File: config.mk
export PLATFORM = sky130hd
export DESIGN_NAME = mem_access_unit
export DESIGN_NICKNAME = d
export VERILOG_FILES = /design/src/rtl/mem_pkg.sv /design/src/rtl/lane_shifter.sv /design/src/rtl/mem_access_unit.sv
export SDC_FILE = /design/constraint.sdc
export NUM_CORES = 1
export LEC_CHECK = 0
export ABC_AREA = 0
export CAP_MARGIN = 20
export CORE_ASPECT_RATIO = 0.7
export CORE_MARGIN = 8
export CORE_UTILIZATION = 40
export CTS_CLUSTER_SIZE = 40
export DETAILED_ROUTE_END_ITERATION = 10
export PLACE_DENSITY = 0.86
export REMOVE_ABC_BUFFERS = 1
export SLEW_MARGIN = 20
export SYNTH_ARGS = -nofsm -noshare
export SYNTH_HDL_FRONTEND = slang
export SYNTH_SLANG_ARGS = --single-unit
File: constraint.sdc
create_clock -name clk -period 5.1 [get_ports clk]
set_clock_uncertainty 0.15 [all_clocks]
set_input_delay 1.02 -clock clk [delete_from_list [all_inputs] [get_ports clk]]
set_output_delay 1.02 -clock clk [all_outputs]
set_load 0.02 [all_outputs]
File: src/rtl/mem_pkg.sv
// Shared definitions for the load/store unit: funct3 width codes and FSM states.
package mem_pkg;

  localparam logic [2:0] F3_B  = 3'b000;
  localparam logic [2:0] F3_H  = 3'b001;
  localparam logic [2:0] F3_W  = 3'b010;
  localparam logic [2:0] F3_BU = 3'b100;
  localparam logic [2:0] F3_HU = 3'b101;

  typedef enum logic {
    IDLE,
    RMW_WR
  } state_e;

  // Widths whose natural alignment is violated by the low address bits.
  function automatic logic is_misaligned(input logic [2:0] funct3, input logic [1:0] byte_off);
    logic mis;
    mis = 1'b0;
    case (funct3)
      F3_H, F3_HU: mis = byte_off[0];
      F3_W:        mis = (byte_off != 2'b00);
      default:     mis = 1'b0;
    endcase
    return mis;
  endfunction

  function automatic logic is_legal_f3(input logic is_store, input logic [2:0] funct3);
    logic ok;
    ok = 1'b0;
    if (is_store) begin
      ok = (funct3 == F3_B) || (funct3 == F3_H) || (funct3 == F3_W);
    end else begin
      ok = (funct3 == F3_B) || (funct3 == F3_H) || (funct3 == F3_W) ||
           (funct3 == F3_BU) || (funct3 == F3_HU);
    end
    return ok;
  endfunction

endpackage

File: src/rtl/lane_shifter.sv
// Combinational byte/half lane steering: extracts and extends loads, and merges
// sub-word store data into the word read back from memory.
module lane_shifter
  import mem_pkg::*;
(
  input  logic [31:0] word_i,
  input  logic [1:0]  byte_off_i,
  input  logic [2:0]  funct3_i,
  input  logic [15:0] store_data_i,
  output logic [31:0] load_val_o,
  output logic [31:0] merged_o
);

  logic [7:0]  byte_sel;
  logic [15:0] half_sel;

  always_comb begin
    byte_sel = word_i[7:0];
    case (byte_off_i)
      2'd0: byte_sel = word_i[7:0];
      2'd1: byte_sel = word_i[15:8];
      2'd2: byte_sel = word_i[23:16];
      2'd3: byte_sel = word_i[31:24];
      default: byte_sel = word_i[7:0];
    endcase
    half_sel = byte_off_i[1] ? word_i[31:16] : word_i[15:0];
  end

  always_comb begin
    load_val_o = word_i;
    case (funct3_i)
      F3_B:    load_val_o = {{24{byte_sel[7]}}, byte_sel};
      F3_BU:   load_val_o = {24'h000000, byte_sel};
      F3_H:    load_val_o = {{16{half_sel[15]}}, half_sel};
      F3_HU:   load_val_o = {16'h0000, half_sel};
      default: load_val_o = word_i;
    endcase
  end

  // Only the addressed lane is replaced; the rest of the word is preserved.
  always_comb begin
    merged_o = word_i;
    case (funct3_i)
      F3_B: begin
        case (byte_off_i)
          2'd0: merged_o[7:0]   = store_data_i[7:0];
          2'd1: merged_o[15:8]  = store_data_i[7:0];
          2'd2: merged_o[23:16] = store_data_i[7:0];
          2'd3: merged_o[31:24] = store_data_i[7:0];
          default: merged_o = word_i;
        endcase
      end
      F3_H: begin
        if (byte_off_i[1]) begin
          merged_o[31:16] = store_data_i;
        end else begin
          merged_o[15:0] = store_data_i;
        end
      end
      default: merged_o = word_i;
    endcase
  end

endmodule

File: src/rtl/mem_access_unit.sv
// Load/store unit in front of a word-only data memory. Sub-word stores are done
// as a read-modify-write that stalls the pipeline for the read cycle.
module mem_access_unit
  import mem_pkg::*;
(
  input  logic        clk,
  input  logic        rst,
  input  logic        req_valid,
  input  logic        req_write,
  input  logic [2:0]  funct3,
  input  logic [31:0] addr,
  input  logic [31:0] wdata,
  output logic        stall,
  output logic [31:0] rdata,
  output logic        access_fault,
  output logic        fault_sticky,
  output logic [31:0] mem_A,
  output logic        mem_WE,
  output logic [31:0] mem_WD,
  input  logic [31:0] mem_RD
);

  state_e      state_q, state_d;
  logic [31:0] merge_q, merge_d;
  logic        fault_sticky_q, fault_sticky_d;

  logic        bad_req;
  logic        do_load;
  logic        do_sw;
  logic        do_rmw;
  logic [31:0] load_val;
  logic [31:0] merged_word;

  lane_shifter u_lane_shifter (
    .word_i       (mem_RD),
    .byte_off_i   (addr[1:0]),
    .funct3_i     (funct3),
    .store_data_i (wdata[15:0]),
    .load_val_o   (load_val),
    .merged_o     (merged_word)
  );

  // Requests are only decoded in IDLE; in RMW_WR the held instruction is already known good.
  always_comb begin
    bad_req      = !is_legal_f3(req_write, funct3) || is_misaligned(funct3, addr[1:0]);
    access_fault = (state_q == IDLE) && req_valid && bad_req;
    do_load      = (state_q == IDLE) && req_valid && !req_write && !bad_req;
    do_sw        = (state_q == IDLE) && req_valid && req_write && !bad_req && (funct3 == F3_W);
    do_rmw       = (state_q == IDLE) && req_valid && req_write && !bad_req && (funct3 != F3_W);
  end

  always_ff @(posedge clk) begin
    if (rst) begin
      state_q        <= IDLE;
      merge_q        <= 32'h0000_0000;
      fault_sticky_q <= 1'b0;
    end else begin
      state_q        <= state_d;
      merge_q        <= merge_d;
      fault_sticky_q <= fault_sticky_d;
    end
  end

  always_comb begin
    state_d        = state_q;
    merge_d        = merge_q;
    fault_sticky_d = fault_sticky_q | access_fault;
    case (state_q)
      IDLE: begin
        if (do_rmw) begin
          state_d = RMW_WR;
          merge_d = merged_word;
        end
      end
      RMW_WR:  state_d = IDLE;
      default: state_d = IDLE;
    endcase
  end

  // Write enable is masked by rst so a reset landing on the write cycle leaves memory intact.
  always_comb begin
    stall  = 1'b0;
    mem_WE = 1'b0;
    mem_WD = 32'h0000_0000;
    rdata  = 32'h0000_0000;
    case (state_q)
      IDLE: begin
        if (do_load) begin
          rdata = load_val;
        end
        if (do_sw) begin
          mem_WE = !rst;
          mem_WD = wdata;
        end
        if (do_rmw) begin
          stall = 1'b1;
        end
      end
      RMW_WR: begin
        mem_WE = !rst;
        mem_WD = merge_q;
      end
      default: begin
        stall  = 1'b0;
        mem_WE = 1'b0;
      end
    endcase
  end

  assign mem_A        = {addr[31:2], 2'b00};
  assign fault_sticky = fault_sticky_q;

endmodule

==> metrics, run 1 <==
Final ANT Viol Nets 0; global-route wire length before repair 20,500 µm; layout cells sized above 1 7.937%; Cells after Synth 405; DR top layer met5; number of I/O pins a little over 200; Initial DRC Count between 200 and 250; initial antenna violation count 0; critical path's most frequent cell clkdlybuf4s50_1; CTS resizes 0; Ys Warns 0; Avg Vias per Cell 5.897; routed wl met2 5741 µm; vias in the first global route 3,554; drt wl/cell approximately 23 µm; dpl hpwl 10,390 µm; critical path class input pin to output pin; peak supply drop 0.0001158 V; Crit path arrival time 3.72 ns; Slew @ Worst Pin between 0.9 and 1 ns; setup violators final 0; area share of the leading cell type in the synthesized netlist 22.28%; flops & latches, synth 34; total CTS buffers 5; Slew headroom 35.88%; hold crit path type register to register; Layout Utilization 59.85%; Post-Synth XOR/XNOR Area 0%; sequential share of the synthesized area 22.28%; unrepaired setup endpoints after global routing no; status finished clean; H-tree depth 2; drt total wl between 10,000 and 15,000 µm; DR vias 3,550; Synth Flop Type dfxtp_1; power density cells 174.2 mW/mm²; Core Rows 26; area grow syn2layout 44.02%; Simple-Gate Fraction of Synth Area 24.28%; GRT overflow 0; Leak Pwr 1.680 nW; chip height approximately 90 µm; Worst-path clk slew around 0.07 ns; clk sinks 34; Max-cap violations 0; core area 0.007352 mm²; Worst EP required about 4 ns; largest net degree at the start of global routing 37; IO buf count 140; Starting Density around two fifths; mux contribution to synthesized area a little under 9%; # diodes 0; CTS Buffer Depth 2; area leader, netlist dfxtp_1; slowest stage delay, CP 0.65 ns; Metal-1 WL approximately 6100 µm; TritonCTS clock tree yes; met3 wire length 1831 µm; Cell variety after synth 50; Crit-path slowest cell mux4_1; Root Buffer clkbuf_8; fmax 204.5 MHz; Hold Buf Count CTS 0; largest family of logic cells by synthesized area compound AO/OA/AOI/OAI gates; fin nets around 600; Synth Area in Adders 0%; Die Footprint 0.01074 mm²; Critical Path, Cell by Cell clkdlybuf4s50_1, mux4_1, a211oi_1, a311o_1, buf_4, nor2_1, clkdlybuf4s50_1; Crit. End Element output pin; Setup Buffers After CTS 0; minimum clock period 4.889 ns; routability cong. 0.8804; Cell Area, Synth 0.003055 mm²; Post-synth EDFFs 0; ranking of synthesized cells by area dfxtp_1 22%, a22o_1 10%, mux2i_1 7.9%, buf_4 7.9%, nor2_1 5.8%; syn_area_per_cell 7.544 µm²; Final period util 95.86%; Final Slew Violations 0; FFs w/ async S/R, synth 0%; GRT Total Usage 24.66%; final hold slack 0.3115 ns; chip width ~120 µm; Setup TNS 0 ns; Setup crit start kind input pin; # DRC 0; drt pass-1 iters 5; Worst-Skew Late Latency ~0.30 ns; crit path max fanout 12; Final Hold Viols 0; compound-gate portion of the synthesized area ~30%
final timing paths:
path / start / end / slack [ns] / cells after the start
max: addr[1] / rdata[19] / 0.21 / 7
min: merge_q[3]$_SDFFE_PP0P_ / merge_q[3]$_SDFFE_PP0P_ / 0.31 / 2
max reg2reg: state_q$_SDFF_PP0_ / merge_q[25]$_SDFFE_PP0P_ / 2.42 / 7
min reg2reg: merge_q[3]$_SDFFE_PP0P_ / merge_q[3]$_SDFFE_PP0P_ / 0.31 / 2
cells by family after synthesis:
| family | Yosys count |
|---|---|
| and+or+nand+nor | 143 |
| AOI/OAI and AO/OA | 127 |
| buffers and inverters | 75 |
| DFF | 34 |
| muxes | 25 |
| other | 1 |
placed cells by master (no fill, tap or decap), types with 2 or more instances in the layout:
| cell | Yosys | routed |
|---|---|---|
| a21oi_1 | 27 | 27 |
| a22o_1 | 36 | 36 |
| a22oi_1 | 3 | 3 |
| a31oi_1 | 3 | 3 |
| a32o_1 | 9 | 9 |
| buf_4 | 32 | 16 |
| clkbuf_1 | 21 | 2 |
| clkbuf_8 | 0 | 5 |
| clkdlybuf4s50_1 | 0 | 140 |
| conb_1 | 1 | 2 |
| dfxtp_1 | 34 | 34 |
| inv_1 | 8 | 8 |
| mux2i_1 | 24 | 24 |
| nand2_1 | 37 | 37 |
| nand2b_1 | 9 | 9 |
| nand4_1 | 2 | 2 |
| nor2_1 | 47 | 47 |
| nor2_2 | 2 | 2 |
| nor2_4 | 9 | 9 |
| nor3_1 | 17 | 17 |
| nor3b_1 | 4 | 4 |
| o21ai_0 | 27 | 27 |
| o22a_1 | 6 | 6 |
| o22ai_1 | 2 | 2 |
| o2bb2ai_1 | 3 | 3 |
| or3_1 | 6 | 6 |
power breakdown:
part,switching [W],internal [W]
Sequential,0.00000309,0.000271
Clock,0.000114,0.000146
Combinational,0.000124,0.000108
Total,0.000241,0.000526
sequential cells by signal, summed over array words and instances (netlist names):
| signal | flops |
|---|---|
| fault_sticky | 1 |
| merge_q | 32 |
| state_q | 1 |
worst max-delay path: cells and delay by family:
| family | cells | cell delay, ns |
|---|---|---|
| simple gates | 1 | 0.10 |
| buf+inv | 3 | 1.46 |
| mux | 1 | 0.65 |
| compound gates | 2 | 0.49 |
area by class of cell:
cell class                 instances  area (µm²)
fill                             677        2952
tap                               98       122.6
clock buffer                       7       76.32
timing repair buffer             156        1521
clock inverter                     1       30.03
inverter                           9       33.78
sequential                        34       680.7
multi-input combinational        297        1936
synthesized netlist by cell type (all sizes together), types with 2 or more instances:
cell	n
a21oi	27
a22o	36
a22oi	3
a31oi	3
a32o	9
a41oi	2
buf	45
clkbuf	21
dfxtp	34
inv	9
mux2i	24
nand2	37
nand2b	9
nand4	2
nor2	58
nor3	17
nor3b	5
o211ai	2
o21ai	27
o22a	6
o22ai	2
o2bb2ai	3
or3	6
through the flow:
stage          instances  area (µm²)  total power, W  setup slack (ns)
2_1_floorplan        340        2643       0.0003733            0.9358
3_3_place_gp         594        4294       0.0005038            0.3612
3_5_place_dp         594        4294       0.0005078            0.2839
4_1_cts              602        4400       0.0007659            0.2368
5_1_grt              602        4400       0.0007934            0.1294
6_report             602        4400       0.0007664            0.2111
layer usage:
metal | vias to the layer above | track usage [%]
li1 | 1632 | -
met1 | 1665 | 31.83
met2 | 236 | 36.05
met3 | 15 | 11.29
met4 | 2 | 5.530
met5 | - | 5.742
No activity file was read; power rests on OpenSTA's default activity.
==> run 2, diff against run 1 <==
--- a/config.mk
+++ b/config.mk
@@ -9,10 +9,10 @@
 export CAP_MARGIN = 20
 export CORE_ASPECT_RATIO = 0.7
 export CORE_MARGIN = 8
-export CORE_UTILIZATION = 40
+export CORE_UTILIZATION = 35
 export CTS_CLUSTER_SIZE = 40
 export DETAILED_ROUTE_END_ITERATION = 10
-export PLACE_DENSITY = 0.86
+export PLACE_DENSITY = 0.77
 export REMOVE_ABC_BUFFERS = 1
 export SLEW_MARGIN = 20
 export SYNTH_ARGS = -nofsm -noshare
==> run 2 against run 1 <==
Worst setup slack better by 0.17 ns; final cell count up 4.3%; combinational power up 2%; clock-buffer cell count down 1; first-iteration DRC count up 50%; worst hold slack worse by 0.0046 ns; via count up 0.93%; wire length up 4.6%; register-to-register slack better by 0.83 ns; fmax up 3.7%; total power up 13%; design area up 3.2%; highest routed layer unchanged.
==> metrics, run 2 (synthesis gave the netlist of run 1 again) <==
Root Buffer clkbuf_16 (was clkbuf_8); drt wl/cell 22.99 µm (was 22.93 µm); CTS Buffer Depth 2 (unchanged); Largest Register merge_q (unchanged); # DRC 0 (unchanged); global-route wire length before repair 21,510 µm (was 20,500 µm); GRT Total Usage 23.24% (was 24.66%); status finished clean (unchanged); most frequent cells in the layout 140 x clkdlybuf4s50_1, 47 x nor2_1, 37 x nand2_1, 36 x a22o_1, 34 x dfxtp_1 (unchanged); Crit. End Element output pin (unchanged); GRT overflow 0 (unchanged); DR vias 3,583 (was 3,550); Core Rows 28 (was 26); Worst-Skew Late Latency 0.28 ns (was 0.30 ns); hold path start merge_q[2]$_SDFFE_PP0P_ (was merge_q[3]$_SDFFE_PP0P_); peak supply drop 0.0001350 V (was 0.0001158 V); Max-cap violations 0 (unchanged); Leak Pwr 1.741 nW (was 1.680 nW); max reg flops 32 (unchanged); Final ANT Viol Nets 0 (unchanged); chip height 94.17 µm (was 89.13 µm); Final period util 92.46% (was 95.86%); Crit-path slowest cell mux4_1 (unchanged); r2r startpoint state_q$_SDFF_PP0_ (unchanged); Worst-path clk slew 0.06 ns (was 0.07 ns); number of I/O pins 203 (unchanged); Setup TNS 0 ns (unchanged); critical path's most frequent cell clkdlybuf4s50_1 (unchanged); fmax 212.1 MHz (was 204.5 MHz); Area after DPL 0.004372 mm² (was 0.004294 mm²); total CTS buffers 5 (unchanged); hold crit path type register to register (unchanged); core area 0.008478 mm² (was 0.007352 mm²); Setup Buffers After CTS 0 (unchanged); drt total wl 14,440 µm (was 13,800 µm); largest net degree at the start of global routing 34 (was 37); area grow syn2layout 48.61% (was 44.02%); # diodes 0 (unchanged); dpl hpwl 11,030 µm (was 10,390 µm); fin area 0.004541 mm² (was 0.004400 mm²); power density cells 190.8 mW/mm² (was 174.2 mW/mm²); TritonCTS clock tree yes (unchanged); initial antenna violation count 0 (unchanged); IO buf count 140 (unchanged); Final Hold Viols 0 (unchanged); total power 0.0008661 W (was 0.0007664 W); Crit path arrival time 3.55 ns (was 3.72 ns); Crit. Startpoint addr[1] (unchanged); Slew @ Worst Pin 1.044 ns (was 0.9518 ns); fin nets 611 (was 606); Initial DRC Count 360 (was 240); Worst EP required 3.93 ns (about the same); Setup crit start kind input pin (unchanged); clk sinks 34 (unchanged); pre-CTS WS 0.4010 ns (was 0.2839 ns); unrepaired setup endpoints after global routing no (unchanged); Die Footprint 0.01202 mm² (was 0.01074 mm²); chip width 127.7 µm (was 120.5 µm); drt pass-1 iters 4 (was 5); H-tree depth 2 (unchanged); CTS resizes 0 (unchanged); setup violators final 0 (unchanged); Avg Vias per Cell 5.705 (was 5.897); minimum clock period 4.715 ns (was 4.889 ns); crit path max fanout 13 (was 12); Starting Density 36.04% (was 41.56%); slowest stage delay, CP 0.64 ns (was 0.65 ns); Hold Buf Count CTS 0 (unchanged); Critical Path, Cell by Cell clkdlybuf4s50_1, mux4_1, a211oi_1, a311o_1, buf_12, nor2_1, clkdlybuf4s50_1 (was clkdlybuf4s50_1, mux4_1, a211oi_1, a311o_1, buf_4, nor2_1, clkdlybuf4s50_1); Slew headroom 29.65% (was 35.88%); critical path class input pin to output pin (unchanged); Final WS setup 0.3847 ns (was 0.2111 ns); most common cell after layout, fill and taps aside clkdlybuf4s50_1 (unchanged); Fillers 833 (was 677); routability cong. 0.8671 (was 0.8804); vias in the first global route 3,508 (was 3,554); Final Slew Violations 0 (unchanged); layout cells sized above 1 9.055% (was 7.937%)
## run 2: worst paths after layout
path | end | slack (ns) | cells past startpoint
setup / recovery | rdata[16] | 0.38 | 7
hold / removal | merge_q[2]$_SDFFE_PP0P_ | 0.31 | 2
setup reg to reg | merge_q[26]$_SDFFE_PP0P_ | 3.25 | 7
hold reg to reg | merge_q[2]$_SDFFE_PP0P_ | 0.31 | 2
## run 2: stage by stage
step | cells | utilization (%) | hold WS, ns
2_1_floorplan | 340 | - | 0.2754
3_3_place_gp | 621 | 51.56 | 0.2836
3_5_place_dp | 621 | 51.56 | 0.2958
4_1_cts | 628 | 53.56 | 0.3089
5_1_grt | 628 | 53.56 | 0.3324
6_report | 628 | 53.56 | 0.3069
## run 2: power breakdown
group,internal (W),switching (W),leakage [nW]
Clock,0.000241,0.000115,0.0829
Sequential,0.000271,0.00000296,0.275
Combinational,0.000111,0.000125,1.38
## run 2: final cells by class
type	instances	area, µm²	share of cell area, %
multi-input cells	297	1936	42.63
repair buffers	161	1572	34.61
flip-flops and latches	34	680.7	14.99
well taps	120	150.1	3.307
clock buffers	6	138.9	3.059
inverters	9	33.78	0.7440
clock inverters	1	30.03	0.6613
## run 2: worst max-delay path: cells and delay by family
kind	cells	cell delay, ns
compound gates	2	0.48
mux	1	0.64
buf+inv	3	1.32
simple gates	1	0.06
## run 2: per-layer routing
layer  wire length, µm  track usage, %  vias to the layer above
met3              1827           10.54                       13
met4                82           1.970                        2
li1                  -               -                     1640
met5                32           2.941                        -
met1              6500           31.56                     1698
met2              5995           33.66                      230
